**src/rtl/contador_controlador.sv**
```systemverilog
// Bounce-sweep sequencer for the up/down counter: start/done handshake with pause and abort.
// All outputs registered (1-cycle latency from start); pause freezes the run and abort ends it on the next edge.
module contador_controlador #(
  parameter int WIDTH   = 4,
  parameter int SWEEP_W = 4
) (
  input  logic               clk,
  input  logic               reset,
  input  logic               start,
  input  logic               pause,
  input  logic               abort,
  input  logic [WIDTH-1:0]   lo_lim,
  input  logic [WIDTH-1:0]   hi_lim,
  input  logic [SWEEP_W-1:0] n_sweeps,
  output logic [WIDTH-1:0]   cont,
  output logic               direction,
  output logic               busy,
  output logic               done,
  output logic [SWEEP_W-1:0] sweeps_done,
  output logic               cfg_err
);

  typedef enum logic [1:0] {S_IDLE, S_UP, S_DOWN, S_DONE} state_t;

  localparam logic [WIDTH-1:0]   ONE    = WIDTH'(1);
  localparam logic [SWEEP_W-1:0] SW_ONE = SWEEP_W'(1);

  state_t             state_q, state_d;
  logic [WIDTH-1:0]   cont_q, cont_d;
  logic               dir_q, dir_d;
  logic               busy_q, busy_d;
  logic               done_q, done_d;
  logic [SWEEP_W-1:0] sweeps_q, sweeps_d;
  logic               cfg_err_q, cfg_err_d;
  logic [WIDTH-1:0]   lo_q, lo_d;
  logic [WIDTH-1:0]   hi_q, hi_d;
  logic [SWEEP_W-1:0] n_q, n_d;
  logic [SWEEP_W-1:0] sweep_inc;

  always_ff @(posedge clk or negedge reset) begin
    if (!reset) begin
      state_q   <= S_IDLE;
      cont_q    <= '0;
      dir_q     <= 1'b0;
      busy_q    <= 1'b0;
      done_q    <= 1'b0;
      sweeps_q  <= '0;
      cfg_err_q <= 1'b0;
      lo_q      <= '0;
      hi_q      <= '0;
      n_q       <= '0;
    end else begin
      state_q   <= state_d;
      cont_q    <= cont_d;
      dir_q     <= dir_d;
      busy_q    <= busy_d;
      done_q    <= done_d;
      sweeps_q  <= sweeps_d;
      cfg_err_q <= cfg_err_d;
      lo_q      <= lo_d;
      hi_q      <= hi_d;
      n_q       <= n_d;
    end
  end

  always_comb begin
    state_d   = state_q;
    cont_d    = cont_q;
    dir_d     = dir_q;
    busy_d    = busy_q;
    done_d    = 1'b0;
    sweeps_d  = sweeps_q;
    cfg_err_d = 1'b0;
    lo_d      = lo_q;
    hi_d      = hi_q;
    n_d       = n_q;
    sweep_inc = sweeps_q + SW_ONE;

    case (state_q)
      S_IDLE: begin
        if (start) begin
          if ((lo_lim >= hi_lim) || (n_sweeps == '0)) begin
            cfg_err_d = 1'b1;
          end else begin
            lo_d     = lo_lim;
            hi_d     = hi_lim;
            n_d      = n_sweeps;
            cont_d   = lo_lim;
            dir_d    = 1'b0;
            sweeps_d = '0;
            busy_d   = 1'b1;
            state_d  = S_UP;
          end
        end
      end
      S_UP: begin
        if (abort) begin
          state_d = S_IDLE;
          busy_d  = 1'b0;
          dir_d   = 1'b0;
        end else if (!pause) begin
          // The turn at the top costs no extra cycle: hi is followed directly by hi-1.
          if (cont_q == hi_q) begin
            cont_d  = hi_q - ONE;
            dir_d   = 1'b1;
            state_d = S_DOWN;
          end else begin
            cont_d = cont_q + ONE;
          end
        end
      end
      S_DOWN: begin
        if (abort) begin
          state_d = S_IDLE;
          busy_d  = 1'b0;
          dir_d   = 1'b0;
        end else if (!pause) begin
          if (cont_q != lo_q) begin
            cont_d = cont_q - ONE;
          end else begin
            sweeps_d = sweep_inc;
            if (sweep_inc == n_q) begin
              state_d = S_DONE;
              busy_d  = 1'b0;
              done_d  = 1'b1;
            end else begin
              cont_d  = lo_q + ONE;
              dir_d   = 1'b0;
              state_d = S_UP;
            end
          end
        end
      end
      S_DONE: begin
        state_d = S_IDLE;
        dir_d   = 1'b0;
      end
      default: state_d = S_IDLE;
    endcase
  end

  assign cont        = cont_q;
  assign direction   = dir_q;
  assign busy        = busy_q;
  assign done        = done_q;
  assign sweeps_done = sweeps_q;
  assign cfg_err     = cfg_err_q;

endmodule

```
**config.mk**
```make
export PLATFORM = sky130hd
export DESIGN_NAME = contador_controlador
export DESIGN_NICKNAME = d
export VERILOG_FILES = /design/src/rtl/contador_controlador.sv
export SDC_FILE = /design/constraint.sdc
export NUM_CORES = 1
export LEC_CHECK = 0
export BUFFER_PORTS_ARGS = -buffer_cell sky130_fd_sc_hd__clkbuf_2
export CORE_ASPECT_RATIO = 0.5
export CORE_MARGIN = 2
export CORE_UTILIZATION = 50
export CTS_BUF_LIST = sky130_fd_sc_hd__clkbuf_4 sky130_fd_sc_hd__clkbuf_8
export CTS_CLUSTER_SIZE = 25
export DETAILED_ROUTE_END_ITERATION = 10
export PLACE_DENSITY = 0.72
export SYNTH_ARGS = -nofsm -noshare
export SYNTH_HDL_FRONTEND = slang
export SYNTH_SLANG_ARGS = --single-unit
```
**constraint.sdc**
```tcl
create_clock -name clk -period 3.3 [get_ports clk]
set_input_delay 0.66 -clock clk [delete_from_list [all_inputs] [get_ports clk]]
set_output_delay 0.66 -clock clk [all_outputs]
set_load 0.02 [all_outputs]
```
# Word-level counts from Yosys, hierarchy flattened
# Cells that the tools add are included.
dict set report totals {
  wordCells 101
  ff_bits 26
  output_inout_bits 12
}
dict set report classes {
  eq_ne 21
  muxes 52
  magnitude_cmp 1
  n_bitwise 1
  reduce_logical 11
  addsub 5
}
# op count
set op_table {}
lappend op_table {{4-bit two-way mux} 14}
lappend op_table {{1-bit two-way mux} 24}
lappend op_table {{3-bit inequality test, second input constant} 7}
lappend op_table {{2-bit two-way mux} 9}
lappend op_table {{2-bit inequality test, second input constant} 8}
lappend op_table {{7-bit AND reduction} 2}
lappend op_table {{4-bit by 1-bit adder with 4-bit output, second input constant} 3}
lappend op_table {{4-bit case mux with 3 select lines} 1}
lappend op_table {{6-bit AND reduction} 2}
lappend op_table {{4-bit equality test} 2}
lappend op_table {{2-bit case mux with 4 select lines} 1}
lappend op_table {{4-bit case mux with 2 select lines} 1}
lappend op_table {{8-bit AND reduction} 1}
lappend op_table {{4-bit by 1-bit subtractor with 4-bit output, second input constant} 2}
lappend op_table {{2-bit equality test, second input constant} 2}
lappend op_table {{4-bit >= comparator} 1}
lappend op_table {{4-bit zero test} 1}
lappend op_table {{4-bit inequality test} 1}
lappend op_table {{1-bit case mux with 4 select lines} 1}
lappend op_table {{1-bit case mux with 3 select lines} 1}
lappend op_table {{3-bit AND reduction} 1}
lappend op_table {{3-bit nonzero test} 1}
lappend op_table {{2-bit by 1-bit equality test with 1-bit output, second input constant} 1}
lappend op_table {{2-bit zero test} 1}
lappend op_table {{other kinds (3)} 3}

# Depth between registers and ports, before layout
# Gate-level depths: netlist of the first run.
dict set report depth {
  depth_word 7
  mapped_depth 9
}

# Least setup slack after synthesis of the first run
# Ideal clock, no wire load.
dict set report synth_path {
  kind {input to register}
  start {input lo_lim[0]}
  end {register lo_q[1]}
  path_buffers 1
  setup_ns 0.125
  slack_ns 0.977
  arrival_time_ns 2.199
  stages 8
  path_cell_list {inv_1 -> ha_1 -> nand2b_1 -> a211oi_1 -> o21a_1 -> nand3_2 -> clkbuf_1 -> mux2_2}
}
dict set report synth_via {
  elab_chain_cells 4
}
# element line
set synth_rtl {}
lappend synth_rtl {{from (decl)} 12} ;# input logic [WIDTH-1:0] lo_lim,
lappend synth_rtl {{4-bit >= comparator} 82} ;# if ((lo_lim >= hi_lim) || (n_sweeps == '0)) begin
lappend synth_rtl {{1-bit logical OR} 82}
lappend synth_rtl {{1-bit inverter (no line)} --}
lappend synth_rtl {{3-bit AND reduction (no line)} --}
lappend synth_rtl {{to (signal assigned)} 60} ;# lo_q <= lo_d;
lappend synth_rtl {{to (decl)} 35} ;# logic [WIDTH-1:0] lo_q, lo_d;
# No other way between the ends.
# A chain may end at the register's enable or synchronous reset.

# Worst setup path in the final report of the first run
dict set report layout_path {
  start {input lo_lim[0]}
  end {register cont_q[1], in the netlist cont[1]}
}
dict set report layout_via {
  elab_chain_cells 4
}
# element line
set layout_rtl {}
lappend layout_rtl {{4-bit >= comparator} 82}
lappend layout_rtl {{1-bit logical OR} 82}
lappend layout_rtl {{2-bit inequality test (no line)} --}
lappend layout_rtl {{8-bit AND reduction (no line)} --}
lappend layout_rtl {{to (signal assigned)} 54} ;# cont_q <= cont_d;
lappend layout_rtl {{to (decl)} 29} ;# logic [WIDTH-1:0] cont_q, cont_d;
# No other way between the ends.

==> results.tsv, run 1 <==
stage	metric	value	unit
floorplan	dieArea	4090	µm²
power_and_ir_drop	peakVddDrop	0.319	mV
synth	synth_top_area_share	36.5	%
setup_path	crit_top_cell	nand2_1	
sta	fmax	445	MHz
clock_tree	clock-sinks	26	
synth	dominantRegCellSynth	dfrtp_1	
synth	synth_area_leaders	dfrtp_1 37%, ha_1 9.8%, mux2_2 7.6%	
placement	place_area	1960	µm²
synth	synth_top_area_cell	dfrtp_1	
sta	worst_slack	1.05	ns
sta	drv_slew	0	
routing	ant_nets	0	
layout	antenna_cells	0	
routing	drtIter0Drc	65	
floorplan	initial_core_util	52.2	%
layout	layoutNonFillerInstCount	254	
routing	detail_route.vias_per_cell	5.28	
clock_tree	cts_hold_buf	0	
flow_run	maxCapViolations	0	
clock_tree	post-cts-setup-buffers	0	
global_route	grt_start_max_net_pins	27	
clock_tree	ctsHtreeMaxLevel	1	
layout	fillerInstances	328	
floorplan	io_pins	29	
floorplan	num_rows	15	
synth	synth_edf_count	0	
clock_tree	worstSkewPairLatency	0.27	ns
setup_path	worstPathArrival	2.41	ns
power_and_ir_drop	power.leakage	0.939	nW
clock_tree	root_buffer	clkbuf_8	
sta	hold_violations	0	
synth	syn_area	1780	µm²
clock_tree	cts_made_buffers	3	
setup_path	crit_path_start_kind	input pin	
synth	synth_cells	176	
sta	fin_tns_setup	0	ns
synth	yosys_warnings	0	
setup_path	cp_num_buf_inv	2	
global_route	grt_pass1_vias	1271	
setup_path	criticalPathCategory	in2reg	
global_route	antenna_found_initial	0	
synth	synthArstFlopShare	100	%
sta	min_period	2.25	ns
placement	place_ws	0.759	ns
setup_path	cpPeakStageDelay	0.31	ns
floorplan	die_w	88.4	µm
sta	rsz0062_at_grt	false	
sta	setup_viol	0	
placement	hpwl	2880	µm
global_route	grt_usage	19.9	%
routing	drtPass1Iterations	4	
min_path	holdCritPathClass	in2async	
global_route	grt_pass1_wl	6000	µm
clock_tree	post_cts_resized	0	
placement	routabilityCongestion	0.856	
setup_path	path_cells	clkbuf_2, inv_1, ha_1, nand2b_1, a211oi_1, o211ai_1, nand2_1, nand2_1, mux2_2	
floorplan	coreArea	3420	µm²
synth	syn_nets	207	
setup_path	slowest_stage	a211oi_1	
setup_path	cp_top_family	compound AO/OA/AOI/OAI gates	
sta	skew	0.00342	ns
layout	drive_gt1_share	26.6	%
sta	tightest_slew	0.657	ns
run_status	status	finished, final reports clean	
sta	fin_crit_sh	68.1	%
power_and_ir_drop	power_density	911	nW/µm²
placement	port_buffers	28	
routing	route.detailed.drc	0	
synth	syn_avg_cell_area	10.1	µm²
synth	ys_seq_elements	26	
floorplan	die_y	46.2	µm
sta	slew_headroom	56.2	%
clock_tree	clk_pin_slew	0.09	ns
synth	ys_types	39	
synth	yosysMostFrequentCell	dfrtp_1	
global_route	overflow	0	
clock_tree	clockBufferDepth	2	
layout	fin_area	2020	µm²
synth	ys_seq_area_share	36.5	%
setup_path	crit_path_end_kind	flop	
layout	area_growth	13.2	%
placement	dp.cells	250	
layout	nets	235	
routing	wl_per_cell	14.2	µm
routing	drt_wl_total	3610	µm
setup_path	path_max_fanout	5	
clock_tree	cts_tree	built	
routing	vias	1342	
synth	synthTopCellsByCount	26 x dfrtp_1, 16 x nand2_1, 15 x inv_1	
power_and_ir_drop	p_total	0.00184	W
setup_path	required	3.46	ns
metal layers:
| layer | vias to the layer above | global-route usage [%] | share of wire (%) |
|---|---|---|---|
| met3 | 6 | 4.30 | 2.9 |
| met2 | 26 | 33.8 | 48 |
| met5 | - | 0 | 0 |
| met1 | 639 | 26.1 | 48 |
| li1 | 671 | - | - |
| met4 | 0 | 5.45 | 1.4 |
final timing paths:
check	startpoint	end	slack [ns]	depth (start not counted)
max	lo_lim[0]	cont[1]	1.05	9
min	reset	done	0.39	1
max reg2reg	state_q[0]	sweeps_done[3]	1.12	8
min reg2reg	sweeps_done[3]	sweeps_done[3]	0.54	1
max in group asynchronous	reset	cont[0]	2.48	1
min in group clk	sweeps_done[3]	sweeps_done[3]	0.54	1
report_power, final:
part / switching [W] / internal (W) / leakage (nW)
combinational: 0.000555 / 0.000465 / 0.583
sequential: 0.000168 / 0.000443 / 0.326
clock: 0.000100 / 0.000107 / 0.0288
cell type report:
| class | count | area, µm² | share of cell area (%) |
|---|---|---|---|
| multi-input combinational | 130 | 1050 | 52.1 |
| sequential | 26 | 651 | 32.3 |
| timing repair buffer | 28 | 140 | 6.95 |
| tap | 51 | 63.8 | 3.16 |
| inverter | 15 | 56.3 | 2.79 |
| clock buffer | 4 | 55.1 | 2.73 |
sequential cells by signal (all words and copies together), names as in the netlist:
name / cells
sweeps_done: 4
n_q: 4
cfg_err: 1
state_q: 2
cont: 4
direction: 1
lo_q: 4
hi_q: 4
done: 1
busy: 1
per-stage QoR:
step,hold WS (ns),util [%]
6_report,0.393,59.0
5_1_grt,0.442,59.0
4_1_cts,0.424,59.0
3_5_place_dp,0.521,57.4
3_3_place_gp,0.515,57.4
2_1_floorplan,0.364,-
cell families after synthesis:
family,after synthesis,synth area share (%)
compound gates,29,12.7
xor+xnor,22,10.8
fa+ha+maj,14,9.83
buf+inv,20,4.49
flops,26,36.5
mux,20,12.4
simple gates,45,13.3
cell usage in the layout (no fill, tap or decap), types with 2 or more instances in the layout:
cell type / n
clkbuf_2: 28
dfrtp_1: 26
nand2_1: 16
inv_1: 15
xor2_1: 14
ha_1: 14
mux2_2: 12
nor2_1: 11
xnor2_1: 8
o21ai_0: 7
mux2i_1: 7
nand3_1: 6
nand2b_1: 4
clkbuf_8: 4
nor3_1: 3
a21oi_1: 3
nor4_4: 2
a41oi_1: 2
o2111ai_1: 2
No activity file was read; power rests on OpenSTA's default activity.
==> run 2: changes to the inputs <==
clock period = 2.3 ns   (was 3.3 ns; I/O delays follow)
==> run 2 against run 1 <==
First-iteration DRC count increased by 6.2%. Cell count increased by 1.2%. Worst hold slack got worse by 0.19 ns. Register-to-register slack got worse by 0.94 ns. Wire length shrank 2.7%. Cell area is 1.1% higher. Sequential share of layout area decreased by 0.36 points. Core utilization increased by 0.66 points. Power grew 44%. Critical path depth is 2 lower. Critical path type is now reg2reg. Largest cell class unchanged.
==> results.tsv, run 2 (same netlist as run 1, synthesis figures left out) <==
stage	metric	value	unit	change
run_status	status	finished, final reports clean		
floorplan	dieArea	4090	µm²	unchanged
setup_path	crit_path_start_kind	flop		
sta	slew_headroom	54.9	%	-1.3 points
power_and_ir_drop	peakVddDrop	0.455	mV	+42%
clock_tree	clockBufferDepth	2		unchanged
min_path	holdCritPathClass	in2async		
placement	dp.cells	253		+1.2%
placement	place_area	1980	µm²	+1.1%
layout	layout_common_cells	28 x clkbuf_2, 26 x dfrtp_1, 16 x nand2_1		
sta	rsz0062_at_grt	false		
floorplan	num_rows	15		unchanged
floorplan	io_pins	29		unchanged
layout	layout_commonest_cell	clkbuf_2		
global_route	overflow	0		unchanged
clock_tree	cts_tree	built		
sta	fmax	471	MHz	
clock_tree	cts_made_buffers	3		unchanged
layout	fin_area	2040	µm²	+1.1%
layout	area_growth	14.5	%	
floorplan	die_w	88.4	µm	unchanged
layout	drive_gt1_share	27.7	%	+1.1 points
clock_tree	ctsHtreeMaxLevel	1		unchanged
routing	detail_route.vias_per_cell	5.28		about the same
clock_tree	clock-sinks	26		unchanged
layout	layoutNonFillerInstCount	257		+1.2%
global_route	grt_usage	18.5	%	-1.3 points
sta	hold_violations	0		unchanged
setup_path	criticalPathCategory	reg2reg		
power_and_ir_drop	p_total	0.00265	W	+44%
flow_run	maxCapViolations	0		unchanged
global_route	grt_start_max_net_pins	27		unchanged
setup_path	path_cells	inv_1, ha_1, inv_1, o32ai_1, a21oi_2, nand2_1, mux2_4		
routing	drt_wl_total	3510	µm	-2.7%
routing	wl_per_cell	13.7	µm	-3.8%
setup_path	worstPathArrival	2.29	ns	-0.12 ns
clock_tree	worstSkewPairLatency	0.27	ns	about the same
setup_path	crit_path_end_kind	flop		
global_route	grt_pass1_vias	1243		-2.2%
power_and_ir_drop	power_density	1300	nW/µm²	+43%
layout	nets	238		+1.3%
sta	skew	0.00461	ns	+0.00120 ns
setup_path	path_max_fanout	8		+3
sta	min_period	2.12	ns	
sta	tightest_slew	0.676	ns	+0.0192 ns
global_route	antenna_found_initial	0		unchanged
placement	port_buffers	28		unchanged
routing	drtPass1Iterations	4		unchanged
routing	drtIter0Drc	69		+6.2%
clock_tree	post_cts_resized	0		unchanged
routing	vias	1357		+1.1%
sta	fin_crit_sh	92.2	%	
floorplan	die_y	46.2	µm	unchanged
setup_path	required	2.47	ns	-0.99 ns
sta	setup_viol	0		unchanged
placement	routabilityCongestion	0.836		-2.4%
clock_tree	clk_pin_slew	0.09	ns	about the same
routing	route.detailed.drc	0		unchanged
sta	worst_slack	0.179	ns	-0.872 ns
floorplan	initial_core_util	52.2	%	unchanged
floorplan	coreArea	3420	µm²	unchanged
clock_tree	post-cts-setup-buffers	0		unchanged
setup_path	slowest_stage	ha_1		
layout	antenna_cells	0		unchanged
layout	fillerInstances	319		-2.7%
sta	fin_hold_ws	0.204	ns	-0.190 ns
routing	ant_nets	0		unchanged
setup_path	crit_top_cell	inv_1		
sta	drv_slew	0		unchanged
global_route	grt_pass1_wl	5710	µm	-4.9%
power_and_ir_drop	power.leakage	0.954	nW	+1.6%
placement	hpwl	2690	µm	-6.5%
clock_tree	root_buffer	clkbuf_8		
clock_tree	cts_hold_buf	0		unchanged
setup_path	cpPeakStageDelay	0.43	ns	+0.12 ns
placement	place_ws	-0.0221	ns	-0.782 ns
[run 2: cell types whose count changed in the layout (fill, tap and decap cells not counted)]
cell   change
buf_4      +3
[run 2: metrics by stage]
step                      setup TNS [ns]  util [%]
after floorplan                        0         -
after global placement                 0      58.1
after detailed placement         -0.0968      58.1
after CTS                              0      59.7
after global routing                   0      59.7
final                                  0      59.7
[run 2: power by group]
part,total [W],switching [W],leakage (nW),internal [W]
clock network,0.000298,0.000145,0.0288,0.000153
registers,0.000863,0.000227,0.326,0.000635
logic,0.00149,0.000804,0.599,0.000684
[run 2: final timing paths]
check / startpoint / endpoint / slack, ns / depth (start not counted)
hold / removal: reset / state_q[0] / 0.20 / 1
max in group asynchronous: reset / hi_q[2] / 1.66 / 1
setup reg to reg: state_q[0] / state_q[1] / 0.18 / 7
min in group clk: start / cfg_err / 0.42 / 3
hold reg to reg: sweeps_done[3] / sweeps_done[3] / 0.53 / 1
setup / recovery: state_q[0] / state_q[1] / 0.18 / 7
[run 2: worst max-delay path: cells and delay by family, from the launching register on]
family / cells / cell delay (ns)
fa+ha+maj: 1 / 0.43
mux: 1 / 0.31
simple gates: 1 / 0.14
compound gates: 2 / 0.40
buf+inv: 2 / 0.31
flops: 1 / 0.41
[run 2: layer usage]
layer  vias to the layer above  global-route usage (%)  share of wire (%)
met1                       645                    24.6                 47
li1                        677                       -                  -
met5                         -                       0                  0
met4                         0                    3.64                1.2
met2                        27                    32.2                 47
met3                         8                    3.76                4.1
[run 2: cell type report]
class / instances / area [µm²] / area share, %
Tap cell: 51 / 63.8 / 3.13
Clock buffer: 4 / 55.1 / 2.70
Timing Repair Buffer: 31 / 163 / 7.98
Sequential cell: 26 / 651 / 31.9
Inverter: 15 / 56.3 / 2.76
Multi-Input combinational cell: 130 / 1050 / 51.5
==> run 3: changes to the inputs <==
ABC_AREA = 1   (was not set)
PLACE_DENSITY = 0.71   (was 0.72)
==> run 3 against run 2 <==
Via count grew 36%. First-iteration DRC count shrank 16%. Setup slack gained 0.33 ns. Sequential share of layout area shrank 2.9 points. Combinational power grew 24%. Clock power grew 29%.
==> results.tsv, run 3 <==
stage	metric	value	unit	change
sta	fin_crit_sh	77.7	%	-15 points
global_route	gr-usage-met1	30.6	%	+6.0 points
min_path	holdCritPathClass	in2async		
synth	ys_seq_elements	26		unchanged
sta	skew	0.00575	ns	+0.00114 ns
synth	ys_types	25		-36%
routing	drt_wl_total	4420	µm	+26%
floorplan	coreArea	3840	µm²	+13%
placement	routabilityCongestion	0.884		+5.8%
layout	layout_common_cells	103 x nand2_1, 35 x inv_1, 29 x nand3_1		
run_status	status	finished, final reports clean		
floorplan	io_pins	29		unchanged
setup_path	worstReg2RegEnd	cont[0]		
power_and_ir_drop	switching_share	50.5	%	+6.1 points
clock_tree	worstSkewPairLatency	0.28	ns	about the same
layout	fin_area	2240	µm²	+9.9%
setup_path	cp_num_buf_inv	2		unchanged
synth	syn_nets	315		+52%
global_route	grt_usage	21.8	%	+3.3 points
sta	slew_headroom	54.8	%	-0.086 points
routing	vias	1851		+36%
placement	port_buffers	28		unchanged
power_and_ir_drop	p_clk_share	12.4	%	+1.1 points
placement	place_area	2170	µm²	+9.4%
sta	fmax	560	MHz	+19%
layout	layoutNonFillerInstCount	369		+44%
synth	synth_cells	284		+61%
global_route	grt_pass1_vias	1730		+39%
setup_path	criticalPathCategory	reg2reg		
floorplan	die_y	48.3	µm	+4.6%
power_and_ir_drop	power_frac_seq	27.7	%	-4.9 points
clock_tree	cts_hold_buf	0		unchanged
global_route	gr-usage-met2	35.8	%	+3.6 points
floorplan	die_w	92.6	µm	+4.8%
sta	rsz0062_at_grt	false		
synth	synth_area_leaders	dfrtp_1 33%, nand2_1 20%, ha_1 8.9%		
setup_path	crit_path_start_kind	flop		
synth	dominantRegCellSynth	dfrtp_1		
setup_path	r2r_cells	9		+2
global_route	grt-busiest-layer	met2		
sta	tightest_slew	0.678	ns	+0.00130 ns
floorplan	num_rows	16		+1
clock_tree	cts_tree	built		
power_and_ir_drop	power.leakage	1.23	nW	+29%
routing	ant_nets	0		unchanged
power_and_ir_drop	comb_power_share	59.8	%	+3.6 points
sta	min_period	1.79	ns	-0.335 ns
synth	synthTopCellsByCount	103 x nand2_1, 35 x inv_1, 29 x nand3_1		
layout	antenna_cells	0		unchanged
setup_path	path_max_fanout	5		-3
power_and_ir_drop	power_density	1380	nW/µm²	+6.0%
layout	area_growth	14.1	%	
clock_tree	cts_made_buffers	3		unchanged
routing	drtPass1Iterations	4		unchanged
synth	syn_avg_cell_area	6.92	µm²	-32%
sta	drv_slew	0		unchanged
setup_path	cpPeakStageDelay	0.42	ns	about the same
routing	wl_per_cell	12.0	µm	-12%
global_route	overflow	0		unchanged
placement	dp.cells	365		+44%
power_and_ir_drop	peakVddDrop	0.636	mV	+40%
power_and_ir_drop	p_int	0.00153	W	+3.7%
clock_tree	clockBufferDepth	2		unchanged
synth	yosys_warnings	0		unchanged
floorplan	initial_core_util	51.1	%	-1.1 points
setup_path	cp-startpoint	state_q[0]		
setup_path	path_cells	inv_1, ha_1, inv_1, nand2_1, a21oi_1, nand2_1, nor2_2, nand2_1, o21ai_2		
setup_path	slowest_stage	dfrtp_1		
global_route	grt_pass1_wl	7820	µm	+37%
synth	synth_edf_count	0		unchanged
setup_path	required	2.51	ns	+0.04 ns
clock_tree	post-cts-setup-buffers	0		unchanged
power_and_ir_drop	p_total	0.00309	W	+17%
layout	layout_commonest_cell	nand2_1		
setup_path	reg2reg_from	state_q[0]		
layout	drive_gt1_share	18.7	%	-8.9 points
synth	ys_seq_area_share	33.1	%	-3.4 points
global_route	grt.met3_usage	4.36	%	+0.60 points
layout	nets	347		+46%
setup_path	crit_top_cell	nand2_1		
sta	hold_violations	0		unchanged
synth	syn_area	1960	µm²	+10%
setup_path	worstPathArrival	1.99	ns	-0.30 ns
routing	route.detailed.drc	0		unchanged
synth	yosysMostFrequentCell	nand2_1		
clock_tree	clk_pin_slew	0.10	ns	about the same
floorplan	dieArea	4480	µm²	+9.6%
sta	setup_viol	0		unchanged
power_and_ir_drop	p_sw	0.00156	W	+33%
synth	synth_top_area_share	33.1	%	-3.4 points
global_route	antenna_found_initial	0		unchanged
clock_tree	root_buffer	clkbuf_8		
placement	hpwl	3510	µm	+30%
setup_path	r2r_slack	0.51	ns	+0.33 ns
setup_path	crit_path_end_kind	flop		
layout	final_util	58.3	%	-1.4 points
synth	synthArstFlopShare	100	%	unchanged
clock_tree	post_cts_resized	0		unchanged
synth	synth_top_area_cell	dfrtp_1		
routing	drtIter0Drc	58		-16%
setup_path	cp_top_family	simple AND/OR/NAND/NOR gates		
clock_tree	clock-sinks	26		unchanged
sta	fin_tns_setup	0	ns	unchanged
flow_run	maxCapViolations	0		unchanged
routing	detail_route.vias_per_cell	5.02		-5.0%
global_route	grt_start_max_net_pins	27		unchanged
clock_tree	ctsHtreeMaxLevel	1		unchanged
[run 3: changes by cell type after synthesis, sizes merged, moves of 7 or more]
cell / previous run / this run
inv: 15 / 39
mux2: 13 / 0
mux2i: 7 / 0
nand2: 17 / 112
nand3: 7 / 31
o21ai: 7 / 23
xor2: 14 / 2
[run 3: power by group through the flow]
stage / clock, W / combinational (W) / sequential, W
after floorplan: 0 / 0.00140 / 0.000868
after global placement: 0 / 0.00179 / 0.000862
after detailed placement: 0 / 0.00183 / 0.000862
after CTS: 0.000395 / 0.00185 / 0.000856
after global routing: 0.000418 / 0.00212 / 0.000893
final: 0.000384 / 0.00185 / 0.000857
[run 3: worst register-to-register path, stage by stage, from the launching register on]
cell	delay, ns
dfrtp_1	0.42
inv_1	0.10
ha_1	0.22
inv_1	0.20
nand2_1	0.11
a21oi_1	0.22
nand2_1	0.09
nor2_2	0.20
nand2_1	0.10
o21ai_2	0.06
[run 3: cells by family after synthesis]
group | count (synthesis) | share of synthesized area [%]
and+or+nand+nor | 166 | 38.5
buffers and inverters | 42 | 8.28
AOI/OAI and AO/OA | 29 | 8.03
DFF | 26 | 33.1
adders and majority gates | 14 | 8.92
xor gates and xnor gates | 7 | 3.12
[run 3: metal layers]
layer	vias to the layer above	wire length, µm
li1	960	-
met1	845	2200
met2	37	1950
met3	9	217
met4	0	53
met5	-	0
[run 3: worst max-delay path by stage]
stage / slack (ns) / endpoint / cells after the start
floorplan: 0.59 / cont[3] / 12
global placement: 0.36 / cont[3] / 12
detailed placement: 0.29 / cont[1] / 13
CTS: 0.51 / state_q[1] / 8
global route: 0.29 / state_q[1] / 11
finish: 0.51 / cont[0] / 9
[run 3: through the flow]
stage                     setup WS [ns]  hold slack (ns)
after floorplan                   0.586            0.164
after global placement            0.356            0.488
after detailed placement          0.289            0.485
after CTS                         0.515            0.226
after global routing              0.290            0.253
final                             0.514            0.200
[run 3: area by class of cell]
cell class | instances | area [µm²]
Clock buffer | 3 | 41.3
Clock inverter | 1 | 30.0
Fill cell | 383 | 1600
Inverter | 39 | 146
Multi-Input combinational cell | 216 | 1150
Sequential cell | 26 | 651
Tap cell | 54 | 67.6
Timing Repair Buffer | 30 | 155
